==> config.mk <==
export PLATFORM = sky130hd
export DESIGN_NAME = clk_reconfig_ctrl
export DESIGN_NICKNAME = d
export VERILOG_FILES = /design/src/rtl/clk_reconfig_pkg.sv /design/src/rtl/clk_reconfig_sync2.sv /design/src/rtl/clk_reconfig_ctrl.sv
export SDC_FILE = /design/constraint.sdc
export NUM_CORES = 1
export LEC_CHECK = 0
export ABC_AREA = 1
export BUFFER_PORTS_ARGS = -buffer_cell sky130_fd_sc_hd__buf_4
export CAP_MARGIN = 25
export CORE_MARGIN = 2
export CORE_UTILIZATION = 50
export CTS_CLUSTER_DIAMETER = 200
export DETAILED_ROUTE_END_ITERATION = 10
export PLACE_DENSITY_LB_ADDON = 0.12
export REMOVE_ABC_BUFFERS = 1
export SYNTH_ARGS = -nofsm -noshare
export SYNTH_HDL_FRONTEND = slang
export SYNTH_HIERARCHICAL = 1
export SYNTH_SLANG_ARGS = --single-unit
==> constraint.sdc <==
create_clock -name sys_clk -period 5.3 [get_ports sys_clk]
set_input_delay 0 -clock sys_clk [delete_from_list [all_inputs] [get_ports sys_clk]]
set_output_delay 0 -clock sys_clk [all_outputs]
set_load 0.005 [all_outputs]
==> src/rtl/clk_reconfig_pkg.sv <==
// Shared definitions for the clock-wizard DRP reconfiguration controller.
//   state_t     - controller states
//   drp_entry_t - one DRP read-modify-write step {addr, mask, data};
//                 a mask bit of 1 keeps the bit read back from the wizard
//   CFG_TABLE   - two configurations of CFG_DEPTH register writes each
//   cfg_entry() - table lookup that returns an all-zero entry when out of range
package clk_reconfig_pkg;

    typedef enum logic [3:0] {
        LOCK_WAIT,
        IDLE,
        ASSERT_RST,
        RD,
        RD_WAIT,
        WR,
        WR_WAIT,
        RELEASE,
        ERR
    } state_t;

    typedef struct packed {
        logic [6:0]  addr;
        logic [15:0] mask;
        logic [15:0] data;
    } drp_entry_t;

    localparam int CFG_DEPTH = 4;
    localparam int CFG_IDX_W = 2;

    // Packed so it can be indexed as CFG_TABLE[cfg][idx]; the concatenation
    // lists configuration 1 first, each row from entry 3 down to entry 0.
    localparam drp_entry_t [1:0][CFG_DEPTH-1:0] CFG_TABLE = {
        {7'h15, 16'hFC00, 16'h00C0}, {7'h14, 16'h1000, 16'h0186},
        {7'h09, 16'hFC00, 16'h0080}, {7'h08, 16'h1000, 16'h0145},
        {7'h15, 16'hFC00, 16'h0000}, {7'h14, 16'h1000, 16'h0104},
        {7'h09, 16'hFC00, 16'h0040}, {7'h08, 16'h1000, 16'h0082}
    };

    function automatic drp_entry_t cfg_entry(input logic cfg, input logic [7:0] idx);
        drp_entry_t e;
        e = '0;
        if (idx < 8'(CFG_DEPTH)) begin
            e = CFG_TABLE[cfg][idx[CFG_IDX_W-1:0]];
        end
        return e;
    endfunction

endpackage

==> src/rtl/clk_reconfig_sync2.sv <==
// Two-flop synchronizer for the asynchronous clock-wizard lock signal.
//   clk_i   - destination clock
//   rst_n_i - asynchronous active-low reset, clears both flops
//   d_i     - asynchronous input
//   q_o     - synchronized output
module clk_reconfig_sync2 (
    input  logic clk_i,
    input  logic rst_n_i,
    input  logic d_i,
    output logic q_o
);

    logic meta_q;
    logic sync_q;

    always_ff @(posedge clk_i or negedge rst_n_i) begin
        if (!rst_n_i) begin
            meta_q <= 1'b0;
            sync_q <= 1'b0;
        end else begin
            meta_q <= d_i;
            sync_q <= meta_q;
        end
    end

    assign q_o = sync_q;

endmodule

==> src/rtl/clk_reconfig_ctrl.sv <==
// Reconfigures a clock wizard over DRP: holds it in reset, performs N_REGS
// read-modify-write accesses from the selected table row, releases reset and
// waits for relock. All outputs are registered from the next state.
//   sys_clk, sys_rst_n       - system/DRP clock, async active-low reset
//   cfg_req, cfg_sel         - load request and configuration index
//   busy, done, err          - status (done is a one-cycle pulse after relock)
//   mmcm_rst, locked         - wizard reset and (asynchronous) lock
//   drp_*                    - DRP port
//   rst_n_out                - downstream reset, released only while idle and locked
module clk_reconfig_ctrl
    import clk_reconfig_pkg::*;
#(
    parameter int N_REGS       = 4,
    parameter int DRP_TIMEOUT  = 64,
    parameter int LOCK_TIMEOUT = 50000
) (
    input  logic        sys_clk,
    input  logic        sys_rst_n,
    input  logic        cfg_req,
    input  logic        cfg_sel,
    output logic        busy,
    output logic        done,
    output logic        err,
    output logic        mmcm_rst,
    input  logic        locked,
    output logic [6:0]  drp_daddr,
    output logic [15:0] drp_di,
    output logic        drp_den,
    output logic        drp_dwe,
    input  logic [15:0] drp_do,
    input  logic        drp_drdy,
    output logic        rst_n_out
);

    localparam int IDX_W   = (N_REGS > 1) ? $clog2(N_REGS) : 1;
    localparam int TMR_MAX = (DRP_TIMEOUT > LOCK_TIMEOUT) ? DRP_TIMEOUT : LOCK_TIMEOUT;
    localparam int TMR_W   = $clog2(TMR_MAX + 1);
    localparam logic [IDX_W-1:0] LAST_IDX  = IDX_W'(N_REGS - 1);
    localparam logic [TMR_W-1:0] DRP_LAST  = TMR_W'(DRP_TIMEOUT - 1);
    localparam logic [TMR_W-1:0] LOCK_LAST = TMR_W'(LOCK_TIMEOUT - 1);

    logic locked_s;

    clk_reconfig_sync2 u_lock_sync (
        .clk_i   (sys_clk),
        .rst_n_i (sys_rst_n),
        .d_i     (locked),
        .q_o     (locked_s)
    );

    state_t           state_q, state_d;
    logic [TMR_W-1:0] timer_q, timer_d;
    logic [IDX_W-1:0] index_q, index_d;
    logic             cfg_q, cfg_d;
    logic [15:0]      rdata_q, rdata_d;
    logic             busy_q, busy_d;
    logic             done_q, done_d;
    logic             err_q, err_d;
    logic             mmcm_rst_q, mmcm_rst_d;
    logic [6:0]       daddr_q, daddr_d;
    logic [15:0]      di_q, di_d;
    logic             den_q, den_d;
    logic             dwe_q, dwe_d;
    logic             rst_n_out_q, rst_n_out_d;
    drp_entry_t       entry;

    // Next-state logic
    always_comb begin
        state_d = state_q;
        index_d = index_q;
        cfg_d   = cfg_q;
        rdata_d = rdata_q;
        case (state_q)
            LOCK_WAIT: begin
                if (locked_s) begin
                    state_d = IDLE;
                end else if (timer_q == LOCK_LAST) begin
                    state_d = ERR;
                end
            end
            // A request beats a simultaneous loss of lock.
            IDLE, ERR: begin
                if (cfg_req) begin
                    cfg_d   = cfg_sel;
                    index_d = '0;
                    state_d = ASSERT_RST;
                end else if (state_q == IDLE && !locked_s) begin
                    state_d = LOCK_WAIT;
                end
            end
            ASSERT_RST: state_d = RD;
            RD:         state_d = RD_WAIT;
            RD_WAIT: begin
                if (drp_drdy) begin
                    rdata_d = drp_do;
                    state_d = WR;
                end else if (timer_q == DRP_LAST) begin
                    state_d = ERR;
                end
            end
            WR:         state_d = WR_WAIT;
            WR_WAIT: begin
                if (drp_drdy) begin
                    if (index_q == LAST_IDX) begin
                        state_d = RELEASE;
                    end else begin
                        index_d = index_q + 1'b1;
                        state_d = RD;
                    end
                end else if (timer_q == DRP_LAST) begin
                    state_d = ERR;
                end
            end
            RELEASE:    state_d = LOCK_WAIT;
            default:    state_d = LOCK_WAIT;
        endcase

        // Timer restarts on every state entry and only runs in the wait states.
        timer_d = '0;
        if (state_d == state_q &&
            (state_q == LOCK_WAIT || state_q == RD_WAIT || state_q == WR_WAIT)) begin
            timer_d = timer_q + 1'b1;
        end
    end

    // Output decode from the next state so outputs line up with state_q.
    always_comb begin
        entry       = cfg_entry(cfg_d, 8'(index_d));
        daddr_d     = daddr_q;
        di_d        = di_q;
        den_d       = (state_d == RD) || (state_d == WR);
        dwe_d       = (state_d == WR);
        err_d       = (state_d == ERR);
        rst_n_out_d = (state_q == IDLE) && locked_s;
        // done only on the relock that closes a reconfiguration
        done_d      = (state_q == LOCK_WAIT) && (state_d == IDLE) && busy_q;

        case (state_d)
            ASSERT_RST, RD, RD_WAIT, WR, WR_WAIT, ERR: mmcm_rst_d = 1'b1;
            default:                                   mmcm_rst_d = 1'b0;
        endcase

        // LOCK_WAIT inherits busy: set after RELEASE, clear after power-up or lock loss.
        case (state_d)
            ASSERT_RST, RD, RD_WAIT, WR, WR_WAIT, RELEASE: busy_d = 1'b1;
            LOCK_WAIT:                                     busy_d = busy_q;
            default:                                       busy_d = 1'b0;
        endcase

        if (state_d == RD) begin
            daddr_d = entry.addr;
        end
        if (state_d == WR) begin
            daddr_d = entry.addr;
            di_d    = (rdata_d & entry.mask) | entry.data;
        end
    end

    always_ff @(posedge sys_clk or negedge sys_rst_n) begin
        if (!sys_rst_n) begin
            state_q     <= LOCK_WAIT;
            timer_q     <= '0;
            index_q     <= '0;
            cfg_q       <= 1'b0;
            rdata_q     <= '0;
            busy_q      <= 1'b0;
            done_q      <= 1'b0;
            err_q       <= 1'b0;
            mmcm_rst_q  <= 1'b1;
            daddr_q     <= '0;
            di_q        <= '0;
            den_q       <= 1'b0;
            dwe_q       <= 1'b0;
            rst_n_out_q <= 1'b0;
        end else begin
            state_q     <= state_d;
            timer_q     <= timer_d;
            index_q     <= index_d;
            cfg_q       <= cfg_d;
            rdata_q     <= rdata_d;
            busy_q      <= busy_d;
            done_q      <= done_d;
            err_q       <= err_d;
            mmcm_rst_q  <= mmcm_rst_d;
            daddr_q     <= daddr_d;
            di_q        <= di_d;
            den_q       <= den_d;
            dwe_q       <= dwe_d;
            rst_n_out_q <= rst_n_out_d;
        end
    end

    assign busy      = busy_q;
    assign done      = done_q;
    assign err       = err_q;
    assign mmcm_rst  = mmcm_rst_q;
    assign drp_daddr = daddr_q;
    assign drp_di    = di_q;
    assign drp_den   = den_q;
    assign drp_dwe   = dwe_q;
    assign rst_n_out = rst_n_out_q;

endmodule

# After elaboration in Yosys (flattened, before gate mapping)

Index checks and enable logic that the tools add are counted.

Register bits: 71
Bits in latches: 0
Bits in writable memories: 0
Bits in read-only memories: 0
Input port bits: 22
Logic and storage cells: 82
Memories: 0

Add/subtract/negate cells: 2
Multipliers: 0
Divide/modulo/power cells: 0
Order comparisons: 2
Equal/unequal tests: 19
Shift operators: 0
Mux-type cells: 26
Bitwise operators: 2
Reductions and logical operators: 15

Operators with widths:

| kind                                                 | number |
|---|---|
| two-way mux 156 bit                                  | 1 |
| two-way mux 125 bit                                  | 1 |
| binary-select mux 39 bit (select 2 bit)              | 1 |
| two-way mux 16 bit                                   | 3 |
| two-way mux 39 bit                                   | 1 |
| equality test 4 x 3 -> 1 bit, second input constant  | 7 |
| two-way mux 4 bit                                    | 7 |
| one-hot mux 4 bit (7 select lines)                   | 1 |
| adder 16 x 1 -> 16 bit, second input constant        | 1 |
| bitwise AND 16 bit                                   | 1 |
| equality test 16 bit, second input constant          | 1 |
| equality test 16 x 6 -> 1 bit, second input constant | 1 |
| equality test 4 x 2 -> 1 bit, second input constant  | 4 |
| bitwise OR 16 bit                                    | 1 |
| two-way mux 7 bit                                    | 2 |
| OR reduction 6 bit                                   | 2 |
| equality test 4 x 1 -> 1 bit, second input constant  | 2 |
| equality test 4 bit, second input constant           | 2 |
| logical NOT 4 bit                                    | 2 |
| two-way mux 2 bit                                    | 3 |
| logical AND 1 bit                                    | 5 |
| equality test 4 bit                                  | 1 |
| one-hot mux 2 bit (2 select lines)                   | 1 |
| logical OR 1 bit                                     | 3 |
| other kinds (10)                                     | 12 |

# Logic depth before layout (Yosys ltp)

Gate-level depths: netlist of run 1.

Depth after elaboration: 9
Depth in mapped cells: 13

# Hierarchy

The synthesis of run 1 kept the hierarchy.

Modules (own cells, without submodules):

| module             | instances | cells an instance | area an instance (µm²) | sequential area each (µm²) |
|---|---|---|---|---|
| clk_reconfig_ctrl  | 1         | 318               | 2560.0                 | 1227.4 |
| clk_reconfig_sync2 | 1         | 2                 | 50.0                   | 50.0 |

# Least setup slack after synthesis of run 1

Ideal clock, no wire load.

Kind: register to register
Start point: register state_q[3]
End point: register di_q[6], in the netlist drp_di[6]
Setup time: 0.119 ns
Arrival time: 1.830 ns
Data required time: 5.181 ns
Setup slack: 3.351 ns
Cell stages (with the launch flop): 13
Path buffers: 0
Clock period less this slack: 1.949 ns
Cells stage by stage: dfrtp_1 > inv_2 > nand2_1 > nor2_2 > nand2_1 > o21ai_0 > nand2_1 > a21oi_2 > inv_1 > ha_1 > nand2_1 > nand3_1 > o21a_1

Cells in the longest elaborated chain, start to end: 8
Elaborated cells between the ends (all ways): 28
Those cells by class: eq/ne (8); mux (15); bitwise (2); reduce/logical (3)

RTL lines:

| item                                                                       | RTL line                                         | source |
|---|---|---|
| start: declaration                                                         | clk_reconfig_ctrl.sv:51                          | `state_t state_q, state_d;` |
| start signal: assignment                                                   | clk_reconfig_ctrl.sv:176                         | `state_q <= state_d;` |
| equality test 4 x 1 -> 1 bit / equality test 4 bit (equally long branches) | clk_reconfig_ctrl.sv:73, clk_reconfig_ctrl.sv:87 |  |
| OR reduction 2 bit                                                         | clk_reconfig_ctrl.sv:73                          | `case (state_q)` |
| two-way mux 1 bit                                                          | clk_reconfig_ctrl.sv:73                          |  |
| two-way mux 125 bit (not written as such)                                  | clk_reconfig_pkg.sv:43                           | `e = CFG_TABLE[cfg][idx[CFG_IDX_W-1:0]];` |
| two-way mux 156 bit (not written as such)                                  | clk_reconfig_pkg.sv:43                           |  |
| binary-select mux 39 bit (select 2 bit)                                    | clk_reconfig_pkg.sv:43                           |  |
| two-way mux 39 bit (not written as such)                                   | clk_reconfig_pkg.sv:43                           |  |
| bitwise OR 16 bit                                                          | clk_reconfig_ctrl.sv:155                         | `di_d = (rdata_d & entry.mask) \| entry.data;` |
| end signal: assignment                                                     | clk_reconfig_ctrl.sv:186                         | `di_q <= di_d;` |
| end: declaration                                                           | clk_reconfig_ctrl.sv:61                          | `logic [15:0] di_q, di_d;` |

Several ways; a longest one is shown, not always the timed one. The select of a mux whose other input is x is not followed.
A chain may end at the register's enable or synchronous reset.

# Final worst setup path of run 1

Start point: register state_q[3]
End point: register di_q[7], in the netlist drp_di[7]

The elaborated chain is that of the path after synthesis.

==> results.sh, run 1 <==
export IMPL_status="completed"
export IMPL_final_core_util_pct=60.13
export IMPL_dieArea_sq_mm=0.005814
export IMPL_synth_area_per_cell_sq_um=8.156
export IMPL_instances_no_fill=433
export IMPL_drv_cap=0
export IMPL_avgViaCountPerCell=4.697
export IMPL_initial_utilization_pct=51.43
export IMPL_routedWlPerCell_microns=11.54
export IMPL_timing_final_crit_share_pct=44.10
export IMPL_path_clk_slew_ns=0.10
export IMPL_tightest_slew_ns=0.6994
export IMPL_clock_path_buffers=2
export IMPL_drv_slew=0
export IMPL_route_vias_total=2034
export IMPL_p_comb_share_pct=41.3
export IMPL_place_area_sq_mm=0.002883
export IMPL_drive_gt1_share_pct=19.28
export IMPL_crit_required_ns=5.53
export IMPL_finalSetupViolCount=0
export IMPL_swShare_pct=39.70
export IMPL_area_delta_synth_final_pct=16.92
export IMPL_power_density_mw_per_mm2=443.2
export IMPL_r2r_end="drp_di[7]"
export IMPL_grt_pass1_wl_microns=8956
export IMPL_synth_top_cell_by_area="dfrtp_1"
export IMPL_ys_seq_elements=51
export IMPL_finalHoldViolations=0
export IMPL_reg2reg_from="state_q[3]"
export IMPL_synthTopCellsByArea="dfrtp_1 (48%), nand2_1 (12%), nand3_1 (5.6%)"
export IMPL_grt_max_degree=52
export IMPL_yosysWarningCount=6
export IMPL_cp_end_kind="register"
export IMPL_fp_dieH_microns=76.25
export IMPL_worstSetupStartpoint="state_q[3]"
export IMPL_dp_cells=417
export IMPL_min_period_ns=2.337
export IMPL_drc=0
export IMPL_cts_root_buf="clkbuf_8"
export IMPL_syn_inst=320
export IMPL_pwr_share_clk_pct=16.9
export IMPL_grtUsageTotal_pct=18.84
export IMPL_diodes=0
export IMPL_critPathArrivalTime_ns=2.56
export IMPL_critPathMaxFanout=9
export IMPL_holdWs_ns=0.05800
export IMPL_first_global_vias=2046
export IMPL_total_power_mw=1.353
export IMPL_synth_top_cell_area_share_pct=47.94
export IMPL_critPathCapture="drp_di[7]"
export IMPL_path_class="register to register"
export IMPL_ios=52
export IMPL_dp_worst_setup_slack_ns=2.982
export IMPL_rows=26
export IMPL_clock_latency_ns=0.30
export IMPL_setup_ws_ns=2.963
export IMPL_die_w_microns=76.25
export IMPL_synthArstFlopShare_pct=100.0
export IMPL_fin_setup_tns_ns=0
export IMPL_gp_congestion=0.8716
export IMPL_switchingPower_mw=0.5370
export IMPL_vdd_ir_drop_max_uv=272.8
export IMPL_ff2ff_path_depth=12
export IMPL_drt_iter0_drc=148
export IMPL_finalNetCount=388
export IMPL_synth_edff_count=0
export IMPL_fin_worst_skew_ns=0.004005
export IMPL_p_leak_nw=1.579
export IMPL_clock_fmax_ghz=0.4278
export IMPL_cts_setup_buffers=0
export IMPL_io_buffers=34
export IMPL_fill_cells=483
export IMPL_coreArea_sq_mm=0.005075
export IMPL_grt_ovfl_total=0
export IMPL_design_area_sq_mm=0.003052
export IMPL_hold_path_class="input port to register"
export IMPL_antenna_found_initial=0
export IMPL_drt_first_pass_iters=4
export IMPL_ys_seq_area_share_pct=48.95
export IMPL_numClockSinks=51
export IMPL_r2r_slack_ns=2.96
export IMPL_h_tree_depth=2
export IMPL_p_seq_share_pct=41.9
export IMPL_start_kind="register"
export IMPL_synth_cell_types=30
export IMPL_intPower_mw=0.8155
export IMPL_ys_flop_type="dfrtp_1"
export IMPL_synth_area_sq_mm=0.002610
export IMPL_wl_microns=4996
export IMPL_drt_antenna_violating_nets=0
export IMPL_cts_tree="yes"
export IMPL_cts_buffers=5
export IMPL_dpl_hpwl_microns=3464
export IMPL_max_slew_margin_pct=52.94
export IMPL_rsz0062_at_grt="no"
[cell usage in the layout, fill, tap and decap left out]
cell and count:
xnor2_1 3, o31ai_1 1, nor3_1 3, dlygate4sd3_1 8
nand2_1 86, inv_6 1, o21a_1 1, and2_1 1
buf_4 35, a21oi_2 1, inv_2 3, dfstp_2 1
nand3_2 1, nor4_1 3, nand4_1 6, o21ai_4 1
inv_1 30, clkinvlp_4 1, ha_1 4, nor3b_1 1
nor2_4 1, nor2_1 38, clkbuf_8 5, nand3_1 29
dfrtp_1 50, a21oi_1 4, nand2_2 6, xor2_1 11
o21ai_0 6, conb_1 7, nor2_2 14, clkbuf_1 1
[area by class of cell]
| type | count | area (sq um) | area share [%] |
|---|---|---|---|
| repair buffers | 43 | 342.8 | 11.23 |
| inverters | 33 | 123.9 | 4.059 |
| multi-input cells | 228 | 1131 | 37.06 |
| clock buffers | 6 | 72.57 | 2.378 |
| clock inverters | 2 | 16.27 | 0.5330 |
| flip-flops and latches | 51 | 1277 | 41.86 |
| well taps | 70 | 87.58 | 2.870 |
[power by group through the flow]
stage | clock network (mW) | logic (mW) | registers, mW
global route | 0.256 | 0.639 | 0.582
floorplan | 0 | 0.349 | 0.569
finish | 0.228 | 0.558 | 0.566
CTS | 0.240 | 0.565 | 0.566
detailed placement | 0 | 0.556 | 0.571
global placement | 0 | 0.545 | 0.571
[registers in the layout, indices dropped and copies added (netlist names)]
signal              cells
u_lock_sync/meta_q      1
err                     1
rdata_q                 5
done                    1
mmcm_rst                1
cfg_q                   1
drp_dwe                 1
rst_n_out               1
timer_q                16
index_q                 2
drp_di                 11
state_q                 4
busy                    1
drp_daddr               3
u_lock_sync/q_o         1
drp_den                 1
[critical path, cell delays in order (launching register included)]
cell	delay [ns]
dfrtp_1	0.44
inv_2	0.11
nand2_1	0.08
nor2_2	0.16
nand2_1	0.10
o21ai_0	0.16
nand2_1	0.08
a21oi_2	0.36
inv_1	0.16
ha_1	0.30
nand2_1	0.08
o21ai_0	0.07
o21ai_0	0.17
[how the worst min path moves through the flow]
stage                    from  cells past startpoint  slack [ns]           to
floorplan           sys_rst_n                      0       -0.30         busy
global placement    sys_rst_n                      1        0.07  timer_q[11]
detailed placement  sys_rst_n                      1        0.07  timer_q[10]
CTS                  drp_drdy                      4        0.05          err
global route         drp_drdy                      4        0.08          err
finish               drp_drdy                      4        0.06          err
[repair_timing]
action                                  in CTS  in global routing
hold endpoints to repair                    57                  0
endpoints found under the setup margin       0                  0
gates resized for setup                      0                  0
hold buffers                                 8                  0
[metal layers]
metal | wire [microns] | track usage (%) | vias to the layer above
met1 | 2520 | 25.21 | 915
met5 | 0 | 0 | -
met4 | 36 | 7.636 | 0
met2 | 2237 | 30.00 | 49
met3 | 202 | 3.910 | 4
li1 | - | - | 1066
[synth_stat cells, types with 2 or more instances]
cell type,count
a21oi_1,4
buf_2,2
buf_4,10
dfrtp_1,50
ha_1,4
inv_1,30
inv_2,3
nand2_1,86
nand2_2,6
nand3_1,29
nand4_1,6
nor2_1,38
nor2_2,14
nor3_1,3
nor4_1,3
o21ai_0,6
xnor2_1,3
xor2_1,11
[logic make-up after synthesis]
| kind of cell | Yosys count | synth area share (%) |
|---|---|---|
| buf+inv | 47 | 8.581 |
| fa+ha+maj | 4 | 1.918 |
| xor+xnor | 14 | 4.698 |
| flops | 51 | 48.95 |
| simple gates | 189 | 32.26 |
| compound gates | 14 | 3.452 |
| other cells | 1 | 0.1437 |
No activity file was read; power rests on OpenSTA's default activity.
==> inputs of run 2 (changes only) <==
Clock period 5.3 ns to 2.4 ns, I/O delays scaled along.
==> run 2 against run 1 <==
Effect of this change: sequential cell count did not move; largest cell class unchanged; critical path type unchanged; total power rose by 120%; design area rose by 0.82%; register-to-register slack got worse by 2.6 ns; largest power group unchanged; first-iteration DRC count fell by 34%; highest routed layer unchanged.
==> results.sh, run 2 (same netlist as run 1, synthesis figures left out) <==
export IMPL_diodes=0
export IMPL_avgViaCountPerCell=4.810
export IMPL_initial_utilization_pct=51.43
export IMPL_path_clk_slew_ns=0.10
export IMPL_timing_final_crit_share_pct=83.05
export IMPL_cts_tree="yes"
export IMPL_die_w_microns=76.25
export IMPL_dp_cells=420
export IMPL_wl_microns=4910
export IMPL_start_kind="register"
export IMPL_regMostFlops="timer_q"
export IMPL_cts_resized=0
export IMPL_drc=0
export IMPL_rsz0062_at_grt="no"
export IMPL_dieArea_sq_mm=0.005814
export IMPL_coreArea_sq_mm=0.005075
export IMPL_crit_required_ns=2.63
export IMPL_power_density_mw_per_mm2=977.3
export IMPL_grt_pass1_wl_microns=8832
export IMPL_route_vias_total=2097
export IMPL_fp_dieH_microns=76.25
export IMPL_gp_congestion=0.8460
export IMPL_cp_end_kind="register"
export IMPL_fill_cells=493
export IMPL_grt_ovfl_total=0
export IMPL_min_from="cfg_req"
export IMPL_min_period_ns=1.993
export IMPL_critPathArrivalTime_ns=2.22
export IMPL_final_common_cell="nand2_1"
export IMPL_setup_ws_ns=0.4068
export IMPL_dpl_hpwl_microns=3438
export IMPL_clock_path_buffers=2
export IMPL_total_power_mw=3.007
export IMPL_cts_root_buf="clkbuf_8"
export IMPL_h_tree_depth=2
export IMPL_clock_fmax_ghz=0.5017
export IMPL_instances_no_fill=436
export IMPL_r2r_slack_ns=0.41
export IMPL_max_slew_margin_pct=58.24
export IMPL_reg2reg_from="state_q[3]"
export IMPL_area_delta_synth_final_pct=17.88
export IMPL_critPathCapture="drp_di[7]"
export IMPL_io_buffers=34
export IMPL_fin_setup_tns_ns=0
export IMPL_status="completed"
export IMPL_p_leak_nw=1.602
export IMPL_cts_buffers=5
export IMPL_final_cell_mix="nand2_1 (86), dfrtp_1 (50), nor2_1 (38), buf_4 (38), inv_1 (30)"
export IMPL_worstSetupStartpoint="state_q[3]"
export IMPL_cts_setup_buffers=0
export IMPL_dp_worst_setup_slack_ns=0.4281
export IMPL_grtUsageTotal_pct=18.54
export IMPL_ff2ff_path_depth=10
export IMPL_finalSetupViolCount=0
export IMPL_rows=26
export IMPL_drv_cap=0
export IMPL_vdd_ir_drop_max_uv=579.1
export IMPL_finalHoldViolations=0
export IMPL_ios=52
export IMPL_finalNetCount=391
export IMPL_largest_register_ffs=16
export IMPL_first_global_vias=2049
export IMPL_holdWs_ns=0.04382
export IMPL_grt_max_degree=52
export IMPL_drt_iter0_drc=97
export IMPL_drv_slew=0
export IMPL_clock_latency_ns=0.30
export IMPL_path_class="register to register"
export IMPL_r2r_end="drp_di[7]"
export IMPL_hold_buffers=8
export IMPL_drive_gt1_share_pct=20.22
export IMPL_hold_path_class="input port to register"
export IMPL_fin_worst_skew_ns=0.005879
export IMPL_numClockSinks=51
export IMPL_routedWlPerCell_microns=11.26
export IMPL_drt_antenna_violating_nets=0
export IMPL_critPathMaxFanout=6
export IMPL_tightest_slew_ns=0.6264
export IMPL_drt_first_pass_iters=4
export IMPL_antenna_found_initial=0
run 2: worst min-delay path by stage:
stage / end / slack [ns] / cells past startpoint
4_1_cts: state_q[1] / 0.03 / 3
6_report: state_q[1] / 0.04 / 3
3_5_place_dp: timer_q[11] / 0.07 / 1
2_1_floorplan: busy / -0.30 / 0
5_1_grt: state_q[1] / 0.08 / 3
3_3_place_gp: timer_q[11] / 0.07 / 1
run 2: through the flow:
step                area [sq um]  util [%]
CTS                         3077     60.63
global route                3077     60.63
floorplan                   2532         -
global placement            2905     57.25
finish                      3077     60.63
detailed placement          2905     57.25
run 2: layout make-up:
class	instances	area, sq um	share of cell area [%]
well taps	70	87.58	2.847
clock inverters	3	22.52	0.7320
flip-flops and latches	51	1277	41.52
multi-input cells	228	1131	36.76
clock buffers	5	68.82	2.237
repair buffers	46	365.4	11.87
inverters	33	123.9	4.026
run 2: per-layer routing:
| metal | vias to the layer above | wire length (microns) | GRT usage [%] |
|---|---|---|---|
| met5 | - | 0 | 0 |
| met4 | 0 | 58 | 6.545 |
| met3 | 7 | 196 | 3.555 |
| met2 | 42 | 2228 | 30.18 |
| met1 | 976 | 2427 | 24.86 |
| li1 | 1072 | - | - |
run 2: power breakdown:
group          leakage [nW]  switching (mW)  internal (mW)
clock network        0.0485           0.298          0.210
registers             0.671           0.146           1.10
logic                 0.882           0.741          0.512
total                  1.60            1.19           1.82
run 2: critical path, cell delays in order, from the launching register on:
cell and delay, ns:
dfrtp_1 0.44, nor2_2 0.26, nand2_2 0.10, nand2_2 0.11
nand2_1 0.12, o21ai_0 0.25, inv_1 0.07, ha_1 0.29
nand2_1 0.08, o21ai_0 0.07, o21ai_0 0.13
